==> config.mk <==
export PLATFORM = sky130hd
export DESIGN_NAME = tinyqv_fetch_align
export DESIGN_NICKNAME = d
export VERILOG_FILES = /design/src/rtl/tinyqv_pkg.sv /design/src/rtl/tinyqv_fetch_align.sv
export SDC_FILE = /design/constraint.sdc
export NUM_CORES = 1
export LEC_CHECK = 0
export ABC_CLOCK_PERIOD_IN_PS = 3300
export CORE_MARGIN = 2
export CORE_UTILIZATION = 30
export CTS_BUF_LIST = sky130_fd_sc_hd__clkbuf_4
export DETAILED_ROUTE_END_ITERATION = 10
export PLACE_DENSITY = 0.55
export SLEW_MARGIN = 20
export SYNTH_ARGS = -nofsm -noshare
export SYNTH_HDL_FRONTEND = slang
export SYNTH_SLANG_ARGS = --single-unit
==> constraint.sdc <==
create_clock -name clk -period 3.3 [get_ports clk]
set_input_delay 0.825 -clock clk [delete_from_list [all_inputs] [get_ports clk]]
set_output_delay 0.825 -clock clk [all_outputs]
set_load 0.01 [all_outputs]
==> src/rtl/tinyqv_pkg.sv <==
`default_nettype none
// ============================================================================
//  Package  : tinyqv_pkg
//  Purpose  : Instruction-length encoding and length predecode shared by the
//             fetch aligner and the decoder.
//  Revision : 1.0  initial release
// ============================================================================
package tinyqv_pkg;

   // Instruction length in halfwords, as seen on instr_len[2:1] of the decoder
   localparam logic [1:0] LEN_16 = 2'b01;
   localparam logic [1:0] LEN_32 = 2'b10;

   // RISC-V length predecode: low two bits 2'b11 mark a 32-bit instruction
   function automatic logic is_32bit(input logic [15:0] hw);
      return (hw[1:0] == 2'b11);
   endfunction

endpackage
`default_nettype wire

==> src/rtl/tinyqv_fetch_align.sv <==
`default_nettype none
// ============================================================================
//  Module   : tinyqv_fetch_align
//  Purpose  : Halfword circular instruction buffer between the fetch path and
//             the decoder. Accepts 16/32-bit fetch beats and presents an
//             aligned 32-bit window, its length and its PC.
//  Revision : 1.0  initial release
// ============================================================================
module tinyqv_fetch_align
   import tinyqv_pkg::*;
#(
   parameter int DEPTH_HW = 4,
   parameter int IN_HW    = 1,
   parameter int ADDR_W   = 24
) (
   input  logic                            clk,
   input  logic                            rstn,
   input  logic [16*IN_HW-1:0]             in_data,
   input  logic                            in_valid,
   output logic                            in_ready,
   input  logic                            flush,
   input  logic [ADDR_W-1:0]               flush_pc,
   output logic [31:0]                     out_instr,
   output logic [1:0]                      out_len,
   output logic [ADDR_W-1:0]               out_pc,
   output logic                            out_valid,
   input  logic                            out_ready,
   output logic [$clog2(DEPTH_HW+1)-1:0]   level
);

   localparam int PTR_W = $clog2(DEPTH_HW);
   localparam int LVL_W = $clog2(DEPTH_HW+1);

   logic [15:0]       mem_q [DEPTH_HW];
   logic [15:0]       mem_d [DEPTH_HW];
   logic [PTR_W-1:0]  rd_ptr_q, rd_ptr_d;
   logic [PTR_W-1:0]  wr_ptr_q, wr_ptr_d;
   logic [LVL_W-1:0]  count_q, count_d;
   logic [ADDR_W-1:0] pc_q, pc_d;
   logic              skip_q, skip_d;

   logic [15:0]       head_hw;
   logic [15:0]       next_hw;
   logic              head_is_32;
   logic              push;
   logic              pop;
   logic [LVL_W-1:0]  push_n;
   logic [LVL_W-1:0]  pop_n;

   // The redirect target is always halfword aligned; its byte bit is dropped
   logic unused_flush_lsb;
   assign unused_flush_lsb = flush_pc[0];

   // Output window decode straight from registered state; absent halves read as zero
   always_comb begin
      head_hw    = (count_q >= LVL_W'(1)) ? mem_q[rd_ptr_q] : 16'h0000;
      next_hw    = (count_q >= LVL_W'(2)) ? mem_q[rd_ptr_q + PTR_W'(1)] : 16'h0000;
      head_is_32 = is_32bit(head_hw);
      out_valid  = head_is_32 ? (count_q >= LVL_W'(2)) : (count_q >= LVL_W'(1));
      out_len    = head_is_32 ? LEN_32 : LEN_16;
      out_instr  = {next_hw, head_hw};
      in_ready   = (LVL_W'(DEPTH_HW) - count_q) >= LVL_W'(IN_HW);
      out_pc     = pc_q;
      level      = count_q;
   end

   // Queue bookkeeping: push, consume and redirect resolved into next state
   always_comb begin
      mem_d    = mem_q;
      rd_ptr_d = rd_ptr_q;
      wr_ptr_d = wr_ptr_q;
      count_d  = count_q;
      pc_d     = pc_q;
      skip_d   = skip_q;

      // A redirect cancels whatever else happens this cycle
      push   = in_valid && in_ready && !flush;
      pop    = out_valid && out_ready && !flush;
      pop_n  = pop ? (head_is_32 ? LVL_W'(2) : LVL_W'(1)) : '0;
      push_n = '0;

      if (push) begin
         if (skip_q) begin
            // First beat after a misaligned redirect: lower halfword precedes the target
            mem_d[wr_ptr_q] = in_data[16*IN_HW-1 -: 16];
            push_n          = LVL_W'(1);
            skip_d          = 1'b0;
         end else begin
            for (int i = 0; i < IN_HW; i++) begin
               mem_d[wr_ptr_q + PTR_W'(i)] = in_data[16*i +: 16];
            end
            push_n = LVL_W'(IN_HW);
         end
      end

      rd_ptr_d = rd_ptr_q + PTR_W'(pop_n);
      wr_ptr_d = wr_ptr_q + PTR_W'(push_n);
      count_d  = count_q + push_n - pop_n;
      pc_d     = pc_q + ADDR_W'({pop_n, 1'b0});

      if (flush) begin
         rd_ptr_d = '0;
         wr_ptr_d = '0;
         count_d  = '0;
         pc_d     = {flush_pc[ADDR_W-1:1], 1'b0};
         skip_d   = (IN_HW == 2) && flush_pc[1];
      end
   end

   // State registers with asynchronous clear
   always_ff @(posedge clk or negedge rstn) begin
      if (!rstn) begin
         for (int i = 0; i < DEPTH_HW; i++) begin
            mem_q[i] <= 16'h0000;
         end
         rd_ptr_q <= '0;
         wr_ptr_q <= '0;
         count_q  <= '0;
         pc_q     <= '0;
         skip_q   <= 1'b0;
      end else begin
         mem_q    <= mem_d;
         rd_ptr_q <= rd_ptr_d;
         wr_ptr_q <= wr_ptr_d;
         count_q  <= count_d;
         pc_q     <= pc_d;
         skip_q   <= skip_d;
      end
   end

endmodule
`default_nettype wire

=== Word level (Yosys, flattened, before mapping) ===
Index checks and enable logic that the tools add are counted.

* Register bits after elaboration: 95
* Input port bits: 45
* Output and inout port bits: 63
* Logic and storage cells: 52

* Add/subtract/negate cells: 7
* Order comparisons: 7
* Equal/unequal tests: 1
* Multiplexer cells: 20
* Bitwise gates (word level): 3
* Reductions and logical operators: 6

{| class="wikitable"
|+ Operators with widths
! operator !! count
|-
| $mux 16 || 7
|-
| $bmux 16 s2 || 2
|-
| $bwmux 64 || 1
|-
| $demux 16 s2 || 1
|-
| $add 24x3->24 || 1
|-
| $mux 24 || 1
|-
| $mux 2 || 5
|-
| $ge 3x3->1 const B || 3
|-
| $not 2->3 || 3
|-
| $ge 3x1->1 const B || 2
|-
| $logic_and 1x1->1 || 5
|-
| $add 2x2->2 || 2
|-
| $add 3x3->3 || 1
|-
| $ge 3x2->1 const B || 1
|-
| $lt 3x1->1 const B || 1
|-
| $mux 3 || 1
|-
| $sub 3x2->3 || 1
|-
| $sub 3x3->3 const A || 1
|-
| $add 2x1->2 const B || 1
|-
| $eq 2x2->1 const B || 1
|-
| $mux 1 || 2
|-
| $logic_not 1->1 || 1
|}

=== Depth between registers and ports, before layout ===
* Depth after elaboration: 12
* Gate-level depth with buffers: 13
* Mapped depth without buffers: 13

=== Worst setup path before layout ===
OpenSTA, ideal clock, no wires.

* Path type: register -> register
* Start: reg rd_ptr_q[1]
* End: reg pc_q[23] (netlist: out_pc[23])
* Library setup time: 82 ps
* Arrival time: 3149 ps
* Required time: 3218 ps
* Path slack: 69 ps
* Stages on the path, launching flop included: 12
* Buffers on the path: 1
* Period minus slack after synthesis: 3231 ps
* Cell sequence: dfrtp_1 -> clkbuf_1 -> mux4_2 -> o21a_1 -> and2_1 -> nor3b_1 -> ha_1 -> fa_1 -> and4_1 -> nand2_1 -> or4_1 -> a31oi_1

* Longest elaborated chain between the ends: 12
* Elaborated cells between the ends (all ways): 13
* Those cells by class: add/sub (1); eq/ne (1); mux (8); bitwise (1); reduce/logical (2)

{| class="wikitable"
|+ RTL lines
! item !! line !! RTL
|-
| from (decl) || tinyqv_fetch_align.sv:36 || <nowiki>logic [PTR_W-1:0] rd_ptr_q, rd_ptr_d;</nowiki>
|-
| from (signal assigned) || tinyqv_fetch_align.sv:123 || <nowiki>rd_ptr_q <= rd_ptr_d;</nowiki>
|-
| $not 2->3 (implied by the code) * || tinyqv_fetch_align.sv:56 || <nowiki>head_hw = (count_q >= LVL_W'(1)) ? mem_q[rd_ptr_q] : 16'h0000;</nowiki>
|-
| $bmux 16 s2 * || tinyqv_fetch_align.sv:56 ||
|-
| $mux 16 (implied by the code) * (2 in series) || tinyqv_fetch_align.sv:56 ||
|-
| $mux 16 * || tinyqv_fetch_align.sv:56 ||
|-
| named net out_instr[1] || tinyqv_fetch_align.sv:23 || <nowiki>output logic [31:0] out_instr,</nowiki>
|-
| $eq 2x2->1 * || tinyqv_pkg.sv:16 || <nowiki>return (hw[1:0] == 2'b11);</nowiki>
|-
| named net head_is_32 || tinyqv_fetch_align.sv:44 || <nowiki>logic head_is_32;</nowiki>
|-
| $mux 1 || tinyqv_fetch_align.sv:59 || <nowiki>out_valid = head_is_32 ? (count_q >= LVL_W'(2)) : (count_q >= LVL_W'(1));</nowiki>
|-
| $logic_and 1x1->1 (2 in series) || tinyqv_fetch_align.sv:78 || <nowiki>pop = out_valid && out_ready && !flush;</nowiki>
|-
| $mux 2 * || tinyqv_fetch_align.sv:79 || <nowiki>pop_n = pop ? (head_is_32 ? LVL_W'(2) : LVL_W'(1)) : '0;</nowiki>
|-
| $add 24x3->24 * || tinyqv_fetch_align.sv:99 || <nowiki>pc_d = pc_q + ADDR_W'({pop_n, 1'b0});</nowiki>
|-
| $mux 24 * || tinyqv_fetch_align.sv:101 || <nowiki>if (flush) begin</nowiki>
|-
| named net pc_d[23] || tinyqv_fetch_align.sv:39 || <nowiki>logic [ADDR_W-1:0] pc_q, pc_d;</nowiki>
|-
| to (signal assigned) || tinyqv_fetch_align.sv:126 || <nowiki>pc_q <= pc_d;</nowiki>
|-
| to (decl) || tinyqv_fetch_align.sv:39 ||
|}

Mark *: on every way through the listed nets, which the timed path passes. The rest lies on a longest branch. The select of a mux whose other input is x is not followed.
A chain may end at the register's enable or synchronous reset.

=== Worst setup path in the final report ===
* Start: reg count_q[0] (netlist: level[0])
* End: out in_ready

* Longest elaborated chain between the ends: 2

{| class="wikitable"
|+ RTL lines
! item !! line !! RTL
|-
| from (decl) || tinyqv_fetch_align.sv:38 || <nowiki>logic [LVL_W-1:0] count_q, count_d;</nowiki>
|-
| from (signal assigned) || tinyqv_fetch_align.sv:125 || <nowiki>count_q <= count_d;</nowiki>
|-
| $sub 3x3->3 || tinyqv_fetch_align.sv:62 || <nowiki>in_ready = (LVL_W'(DEPTH_HW) - count_q) >= LVL_W'(IN_HW);</nowiki>
|-
| $ge 3x1->1 || tinyqv_fetch_align.sv:62 ||
|-
| to (decl) || tinyqv_fetch_align.sv:20 || <nowiki>output logic in_ready,</nowiki>
|}

No other way between the ends.

==> results_dict.tcl <==
set metrics [dict create \
    status "complete, no violations" \
    hold_viol 0 \
    cts.sinks 94 \
    final_cells 745 \
    fmax_ghz 0.3135 \
    ir_drop_mv 0.3141 \
    dieWidth_um 137.7 \
    final_nets 574 \
    ys_ff_latch 94 \
    place_congestion 0.8079 \
    grt_pass1_wl_mm 21.42 \
    fin_crit_ps 3190 \
    clock_latency_ps 460 \
    dp_hpwl_mm 9.111 \
    grt_pass1_vias 3928 \
    worst_pin_slew_ps 911.0 \
    wl_per_cell_um 17.76 \
    syn_nets 458 \
    antenna_found_initial 0 \
    die_area_um2 18970 \
    synthArstFlopShare_pct 100.0 \
    place_inst 729 \
    reg2reg_depth 10 \
    ios 108 \
    synthToLayoutAreaGrowth_pct 28.91 \
    min_path_type "input pin to asynchronous set/reset pin" \
    netlist_top_cells_area "dfrtp_1 (44%), mux4_2 (13%), mux2_4 (11%)" \
    setup_viol 0 \
    ys_types 40 \
    r2r_end "out_pc[23]" \
    finalCritPeriodShare_pct 96.66 \
    grt_max_degree 71 \
    vias_per_cell 4.981 \
    cts_root_buf "clkbuf_4" \
    seqCellArea_um2 2356 \
    initial_utilization_pct 30.81 \
    final_layout_size_suffix_gt1_share_pct 29.04 \
    n_antenna_cell 0 \
    core_um2 17420 \
    rows 48 \
    antenna_left 0 \
    cts.htree.levels 3 \
    fillers 1655 \
    synth_cells 401 \
    synth_top_area_share_pct 43.83 \
    synthesis.area_um2 5366 \
    cp_max_fo 6 \
    maxSlewHeadroom_pct 39.27 \
    post-route-drc-count 0 \
    clk_pin_slew_ps 130 \
    max-cap-violations 0 \
    first_pass_iters 4 \
    io_buffers 105 \
    grtUsageTotal_pct 15.02 \
    arrival_ps 2360 \
    first_iter_violations 158 \
    crit_type "flip-flop to output port" \
    p_leak_nw 2.864 \
    critPathRequiredTime_ps 2470 \
    start_kind "flip-flop" \
    ys_seq_area_share_pct 43.83 \
    multi_input_area_um2 2840 \
    yosysTopAreaCell "dfrtp_1" \
    place_area_um2 6764 \
    yosysWarningCount 0 \
    ff2ff_setup_slack_ps 180 \
    r2r-start "rd_ptr_q[1]" \
    cts_tree "done" \
    clockBufferDepth 2 \
    synth_flop_cell "dfrtp_1" \
    synth.avg_cell_area_um2 13.38 \
    clock_skew_ps 16.01 \
    vias 3711 \
    maxSlewViolCount 0 \
    crit_path_end_kind "output port" \
    finalCoreUtilization_pct 39.72 \
    powerDensity_nw_per_um2 694.4 \
    design_area_um2 6918 \
    die_h_um 137.7 \
    routed_wl_mm 13.23 \
    synth_edf_count 0 \
    numCtsBuffers 9 \
    rsz0062_at_grt "yes" \
    overflow 0 \
]
[kinds of logic (layout without fill, tap and decap cells)]
family                   Yosys count  after routing  synth area share [%]
AO/OA/AOI/OAI                     33             33                 4.313
flip-flops                        94             94                 43.83
buffers and inverters             36            155                 3.520
multiplexers                      98             98                 30.08
AND/OR/NAND/NOR                  110            110                 12.33
adder cells (fa/ha/maj)           12             12                 3.078
other                              1              1               0.06988
XOR/XNOR                          17             17                 2.774
[state kept, by name, summed over array words and instances, names as in the netlist]
register,cells
rd_ptr_q,2
out_pc,23
mem_q,64
wr_ptr_q,2
level,3
[area by class of cell]
cell class | instances | share of cell area, %
Clock buffer | 10 | 1.085
Clock inverter | 4 | 0.2532
Inverter | 10 | 0.5426
Multi-Input combinational cell | 271 | 41.06
Sequential cell | 94 | 34.06
Tap cell | 225 | 4.069
Timing Repair Buffer | 131 | 18.94
[metal layers]
layer | vias to the layer above | track usage [%] | share of wire [%]
met3 | 6 | 5.298 | 7.2
met2 | 118 | 23.58 | 45
met5 | - | 0 | 0
met4 | 0 | 3.005 | 0.70
li1 | 1696 | - | -
met1 | 1891 | 20.18 | 47
[power breakdown]
group          internal [mW]  leakage [nW]  switching (mW)
Sequential              1.47          1.19           0.273
Combinational           1.54          1.62            1.01
Clock                  0.149        0.0570           0.367
[cell usage after synthesis, drive strengths merged, types with 10 or more instances]
cell    count
and2       19
buf        14
clkbuf     12
dfrtp      94
ha         10
mux2       66
mux4       32
nand2      21
nand3      12
nor2       12
nor2b      19
o21ai      11
or4        11
xor2       11
[repair_timing]
action	in CTS	in global routing
setup buffers	0	2
resized for setup	7	9
setup endpoints to repair	27	33
cloned	0	0
pin swaps	0	0
hold buffers	0	0
[cell usage in the layout (no fill, tap or decap), types with 6 or more instances in the layout]
| cell type | n |
|---|---|
| a31oi_1 | 7 |
| and2_1 | 19 |
| buf_4 | 21 |
| clkbuf_4 | 10 |
| clkdlybuf4s50_1 | 101 |
| dfrtp_1 | 91 |
| ha_1 | 10 |
| inv_1 | 8 |
| mux2_2 | 26 |
| mux2_4 | 40 |
| mux4_2 | 32 |
| nand2_1 | 20 |
| nand3_1 | 11 |
| nor2_1 | 11 |
| nor2b_1 | 19 |
| o21ai_0 | 11 |
| o31ai_1 | 7 |
| or4_1 | 10 |
| xnor2_1 | 6 |
| xor2_1 | 11 |
[metrics by stage]
step	hold slack (ps)	setup TNS, ps	power, mW	worst slack (ps)
CTS	495.6	0	4.830	0.8722
global route	519.9	-10.23	5.182	-6.090
floorplan	491.8	0	3.179	68.87
global placement	505.6	-141.9	4.228	-89.18
detailed placement	515.0	-639.9	4.278	-212.2
finish	461.6	0	4.804	110.3
[worst max-delay path by stage]
| stage | start | end | slack, ps | cells after the start |
|---|---|---|---|---|
| 3_5_place_dp | out_ready | out_pc[23] | -210 | 9 |
| 2_1_floorplan | rd_ptr_q[1] | out_pc[23] | 70 | 11 |
| 4_1_cts | rd_ptr_q[1] | out_pc[23] | 0.9 | 10 |
| 3_3_place_gp | out_ready | out_pc[23] | -90 | 9 |
| 6_report | level[0] | in_ready | 110 | 5 |
| 5_1_grt | rd_ptr_q[1] | out_instr[31] | -6 | 4 |
[critical path: stages (launching register included)]
cell and delay (ps):
dfrtp_1 370, buf_4 160, inv_1 50, ha_1 330, or4_2 670, dlygate4sd2_1 330
No activity file was read; power rests on OpenSTA's default activity.
